==> src/rtl/clk_div_pkg.sv <==
// Shared types and helpers for the programmable clock divider.
package clk_div_pkg;

  typedef enum logic [1:0] {
    IDLE = 2'd0,
    RUN  = 2'd1,
    STOP = 2'd2
  } state_t;

  // Smallest ratio that still yields a real high and low phase.
  localparam int unsigned MIN_DIV = 2;

  // Number of whole clk cycles the output spends high for a given ratio.
  function automatic int unsigned half(input int unsigned div);
    return div >> 1;
  endfunction

endpackage

==> src/rtl/clk_div_core.sv <==
// Period counter plus posedge/negedge phase flops producing a 50 % duty clk_out.
module clk_div_core
  import clk_div_pkg::*;
#(
  parameter int unsigned CNT_W = 8
) (
  input  logic             clk,
  input  logic             rst,
  input  logic             clear,
  input  logic             run,
  input  logic [CNT_W-1:0] div,
  output logic             wrap,
  output logic             clk_out
);

  logic [CNT_W-1:0] cnt;
  logic [CNT_W-1:0] cnt_nxt;
  logic             active;
  logic             pos_q;
  logic             neg_q;
  logic             at_end;

  // A period boundary is either the very first edge after starting or the last count.
  assign at_end  = (cnt == (div - CNT_W'(1)));
  assign wrap    = run & (~active | at_end);
  assign cnt_nxt = wrap ? '0 : (cnt + CNT_W'(1));

  // Counter and high-phase flop; clear parks everything low at a boundary or in idle.
  always_ff @(posedge clk or posedge rst) begin
    if (rst) begin
      cnt    <= '0;
      pos_q  <= 1'b0;
      active <= 1'b0;
    end else if (clear) begin
      cnt    <= '0;
      pos_q  <= 1'b0;
      active <= 1'b0;
    end else if (run) begin
      active <= 1'b1;
      cnt    <= cnt_nxt;
      pos_q  <= (32'(cnt_nxt) < half(32'(div)));
    end
  end

  // Half-cycle delayed copy of pos_q that stretches odd ratios by half a clk.
  always_ff @(negedge clk or posedge rst) begin
    if (rst) begin
      neg_q <= 1'b0;
    end else begin
      neg_q <= pos_q;
    end
  end

  // Odd ratios OR in the negedge phase; switches only when pos_q rises at a boundary.
  assign clk_out = div[0] ? (pos_q | neg_q) : pos_q;

endmodule

==> src/rtl/clk_div_ctrl.sv <==
// Run-time programmable clock divider: enable sequencing, ratio handshake, boundary-aligned ratio switch.
module clk_div_ctrl
  import clk_div_pkg::*;
#(
  parameter int unsigned CNT_W       = 8,
  parameter int unsigned DEFAULT_DIV = 5
) (
  input  logic             clk,
  input  logic             rst,
  input  logic             en,
  input  logic             cfg_valid,
  input  logic [CNT_W-1:0] cfg_div,
  output logic             cfg_ready,
  output logic             cfg_err,
  output logic             clk_out,
  output logic             tick,
  output logic [CNT_W-1:0] cur_div,
  output logic             running
);

  state_t           state;
  logic             pend_valid;
  logic [CNT_W-1:0] pend_div;
  logic             wrap;
  logic             clear;
  logic             run;
  logic             accept;
  logic             legal;
  logic             apply;

  // The core is held cleared in idle and at the boundary that ends a stop.
  assign run    = (state != IDLE);
  assign clear  = (state == IDLE) | ((state == STOP) & wrap & ~en);
  assign accept = cfg_valid & cfg_ready;
  assign legal  = (32'(cfg_div) >= MIN_DIV);
  assign apply  = pend_valid & ((state == IDLE) | wrap);

  clk_div_core #(
    .CNT_W (CNT_W)
  ) u_core (
    .clk     (clk),
    .rst     (rst),
    .clear   (clear),
    .run     (run),
    .div     (cur_div),
    .wrap    (wrap),
    .clk_out (clk_out)
  );

  // Enable FSM, pending-ratio register, handshake and pulse generation.
  always_ff @(posedge clk or posedge rst) begin
    if (rst) begin
      state      <= IDLE;
      running    <= 1'b0;
      tick       <= 1'b0;
      cfg_err    <= 1'b0;
      cfg_ready  <= 1'b1;
      cur_div    <= CNT_W'(DEFAULT_DIV);
      pend_valid <= 1'b0;
      pend_div   <= '0;
    end else begin
      tick    <= wrap & ~clear;
      cfg_err <= accept & ~legal;

      case (state)
        IDLE: begin
          if (en) begin
            state   <= RUN;
            running <= 1'b1;
          end
        end
        RUN: begin
          if (!en) begin
            state <= STOP;
          end
        end
        STOP: begin
          if (en) begin
            state <= RUN;
          end else if (wrap) begin
            state   <= IDLE;
            running <= 1'b0;
          end
        end
        default: begin
          state   <= IDLE;
          running <= 1'b0;
        end
      endcase

      // A ratio only ever waits in pend while cfg_ready is low, so apply and accept never collide.
      if (apply) begin
        cur_div    <= pend_div;
        pend_valid <= 1'b0;
        cfg_ready  <= 1'b1;
      end else if (accept && legal) begin
        pend_div   <= cfg_div;
        pend_valid <= 1'b1;
        cfg_ready  <= 1'b0;
      end
    end
  end

endmodule

==> config.mk <==
export PLATFORM = sky130hd
export DESIGN_NAME = clk_div_ctrl
export DESIGN_NICKNAME = d
export VERILOG_FILES = /design/src/rtl/clk_div_pkg.sv /design/src/rtl/clk_div_core.sv /design/src/rtl/clk_div_ctrl.sv
export SDC_FILE = /design/constraint.sdc
export NUM_CORES = 1
export LEC_CHECK = 0
export BUFFER_PORTS_ARGS = -buffer_cell sky130_fd_sc_hd__buf_2
export CAP_MARGIN = 20
export CORE_MARGIN = 4
export CORE_UTILIZATION = 56
export DETAILED_ROUTE_END_ITERATION = 12
export PLACE_DENSITY = 0.78
export SLEW_MARGIN = 20
export SYNTH_ARGS = -nofsm -noshare
export SYNTH_HDL_FRONTEND = slang
export SYNTH_SLANG_ARGS = --single-unit
==> constraint.sdc <==
create_clock -name clk -period 4.8 [get_ports clk]
set_input_delay 0.72 -clock clk [delete_from_list [all_inputs] [get_ports clk]]
set_output_delay 0.72 -clock clk [all_outputs]
set_load 0.03 [all_outputs]
==> impl_metrics.py <==
metrics = {
    "logic_synthesis": {
        "synthFlopType": "dfrtp_1",
        "ys_warn_count": 0,
        "syn_inst": 204,
        "ys_seq_area_frac": 0.434,
        "syn_nets": 224,
        "async_flop_share": 1.00,
        "synth_edf_count": 0,
        "ys_ff_latch": 34,
        "synth_area_leaders": "dfrtp_1 38%, ha_1 5.1%, nand2_1 4.6%",
        "yosysUniqueCellTypes": 49,
        "synth.avg_cell_area_sq_um": 9.64,
        "yosys.area.top_type_share": 0.382,
        "syn-cell-area_sq_mm": 0.00197,
        "yosysTopAreaCell": "dfrtp_1",
    },
    "clock_network": {
        "cts_sinks": 34,
        "clock_latency_ps": 340,
        "cts-root-buf": "clkbuf_4",
        "htreeDepth": 2,
        "clk_pin_slew_ps": 110,
        "cts_tree": "built",
        "cts_made_buffers": 5,
        "postCtsSetupRepairBufs": 0,
        "clk_path_buf_depth": 2,
        "ctsHoldBuffers": 0,
        "cts_resized": 0,
    },
    "timing": {
        "setup_violations": 0,
        "slew_headroom": 0.500,
        "fin_skew_ps": 10.9,
        "grt_setup_unrepaired": "no",
        "hold_slack_ps": 448,
        "tightest_slew_ps": 747,
        "finalMaxSlewViolations": 0,
        "finalHoldViolations": 0,
        "tns_ps": 0,
    },
    "setup_path": {
        "path_max_fanout": 1,
        "required_ps": 4080,
        "r2r_setup_slack_ps": 890,
        "timing.rr.start": "cur_div[1]",
        "r2r_cells": 14,
        "arrival_ps": 3400,
        "crit_type": "reg2out",
        "end_kind": "primary output",
        "cp-start-kind": "flop",
        "reg2reg_to": "u_core.pos_q",
    },
    "power_and_ir_drop": {
        "max-vdd-ir-drop_v": 0.000352,
        "clkPwrFrac": 0.212,
        "powerDensity_mw_per_mm2": 585,
        "p_total_w": 0.00130,
        "p_comb_frac": 0.426,
        "power.share.sequential": 0.362,
        "switching_share": 0.401,
        "p_leak_nw": 1.04,
        "p_int_w": 0.000775,
        "p_switching_w": 0.000520,
    },
    "grt": {
        "antenna_found_initial": 0,
        "grt_pass1_vias": 1504,
        "grt_pass1_wl_um": 6810,
        "global_route.usage.total": 0.203,
        "grt-ovfl-total": 0,
        "grt_max_degree": 35,
    },
    "routing": {
        "viasPerCell": 5.57,
        "post-route-drc-count": 0,
        "wire_per_inst_um": 14.3,
        "drtAntennaViolNets": 0,
        "drt_wl_total_um": 3930,
        "first_iter_violations": 65,
        "vias": 1527,
        "first_pass_iters": 4,
    },
    "place": {
        "routabilityCongestion": 0.807,
        "hpwl_um": 2920,
        "io_buffers": 24,
    },
    "run": {
        "maxCapViolCount": 0,
    },
    "outcome": {
        "status": "complete, no violations",
    },
    "floorplanning": {
        "io_pins": 25,
        "die_area_sq_mm": 0.00452,
        "coreArea_sq_mm": 0.00336,
        "die_x_um": 67.3,
        "initial_core_util": 0.585,
        "fp-row-count": 21,
        "die_y_um": 67.3,
    },
    "cells_and_area": {
        "area_delta_synth_final_pct": 12.5,
        "final_nets": 247,
        "final-seq-area_sq_um": 855,
        "drive_gt1_frac": 0.228,
        "multi_input_area_sq_mm": 0.00101,
        "diodes": 0,
        "fill_cells": 299,
    },
    "worst_hold_path": {
        "hold_path_class": "in2async",
    },
}
[routing by layer]
layer  global-route usage  vias to the layer above  wire length, um  share of wire
met5                    0                        -                0              0
met4               0.0911                        0               80          0.020
met3               0.0399                        8              162          0.041
met2                0.318                       30             1800           0.46
met1                0.271                      718             1880           0.48
li1                     -                      771                -              -
[Yosys cell counts (5+ instances only)]
cell type / n
xor2_1: 7
nor2_1: 7
nor3_1: 10
nand3_1: 5
dfrtp_1: 30
xnor2_1: 8
inv_1: 13
mux2_2: 7
nand4_1: 6
ha_1: 8
o21ai_0: 6
nand2_1: 24
o22ai_1: 9
a21oi_1: 10
[power by group through the flow]
stage	Sequential, W	Clock [W]	Combinational (W)
finish	0.000469	0.000275	0.000551
global route	0.000486	0.000289	0.000611
CTS	0.000471	0.000278	0.000554
detailed placement	0.000477	0	0.000550
global placement	0.000474	0	0.000541
floorplan	0.000519	0	0.000392
[placed cells by master, fill, tap and decap left out, types with 2 or more instances in the layout]
cell and n:
dfrtp_1 30, inv_1 13, clkbuf_4 5, xor2_1 7
a21oi_1 10, ha_1 8, a21o_1 4, and3_1 3
nand3_1 5, nor2_1 7, a211oi_1 3, o21a_1 2
o21bai_1 2, and2_1 3, dfstp_2 3, xnor2_1 8
nand4_1 6, nand2_1 24, nand2b_1 4, buf_2 24
nor3_1 10, bufinv_16 2, o22ai_1 9, mux2_2 7
o21ai_0 6
[sequential cells by signal, summed over array words and instances, names as in the netlist]
| signal | count |
|---|---|
| cfg_ready | 1 |
| running | 1 |
| u_core.cnt | 8 |
| u_core.active | 1 |
| tick | 1 |
| pend_div | 8 |
| cur_div | 8 |
| state | 2 |
| cfg_err | 1 |
| u_core.neg_q | 1 |
| u_core.pos_q | 1 |
| pend_valid | 1 |
[cell type report]
cell class | instances | share of cell area
clock buffer | 6 | 0.0232
inverter | 13 | 0.0221
sequential | 34 | 0.386
clock inverter | 2 | 0.0271
tap | 46 | 0.0260
multi-input combinational | 148 | 0.458
timing repair buffer | 25 | 0.0577
[critical path, cell delays in order (launching register included)]
cell and delay (ps):
dfrtn_1 390, a21o_1 100, buf_2 180
[per-stage QoR]
stage	instance area (sq um)	std cells	utilization	worst slack, ps
2_1_floorplan	1970	204	-	1030
3_3_place_gp	2100	266	0.625	1040
3_5_place_dp	2100	266	0.625	989
4_1_cts	2210	274	0.658	671
5_1_grt	2210	274	0.658	470
6_report	2210	274	0.658	680
[cells by family (layout without fill, tap and decap cells)]
kind of cell,after synthesis,count (layout),synth area share
buffers and inverters,22,46,0.0509
multiplexers,8,8,0.0477
adder cells (fa/ha/maj),8,8,0.0509
XOR/XNOR,15,15,0.0668
AND/OR/NAND/NOR,71,71,0.188
AO/OA/AOI/OAI,46,46,0.162
flip-flops,34,34,0.434
[worst max path at each step]
| stage | from | to | slack (ps) | cells past startpoint |
|---|---|---|---|---|
| 2_1_floorplan | rst | u_core.neg_q | 1030 | 1 |
| 5_1_grt | cur_div[1] | u_core.pos_q | 470 | 14 |
| 6_report | u_core.neg_q | clk_out | 680 | 2 |
| 3_3_place_gp | u_core.neg_q | clk_out | 1040 | 2 |
| 4_1_cts | u_core.neg_q | clk_out | 670 | 2 |
| 3_5_place_dp | cur_div[0] | u_core.pos_q | 990 | 14 |
Note: power is estimated with default switching activity, not from simulation.
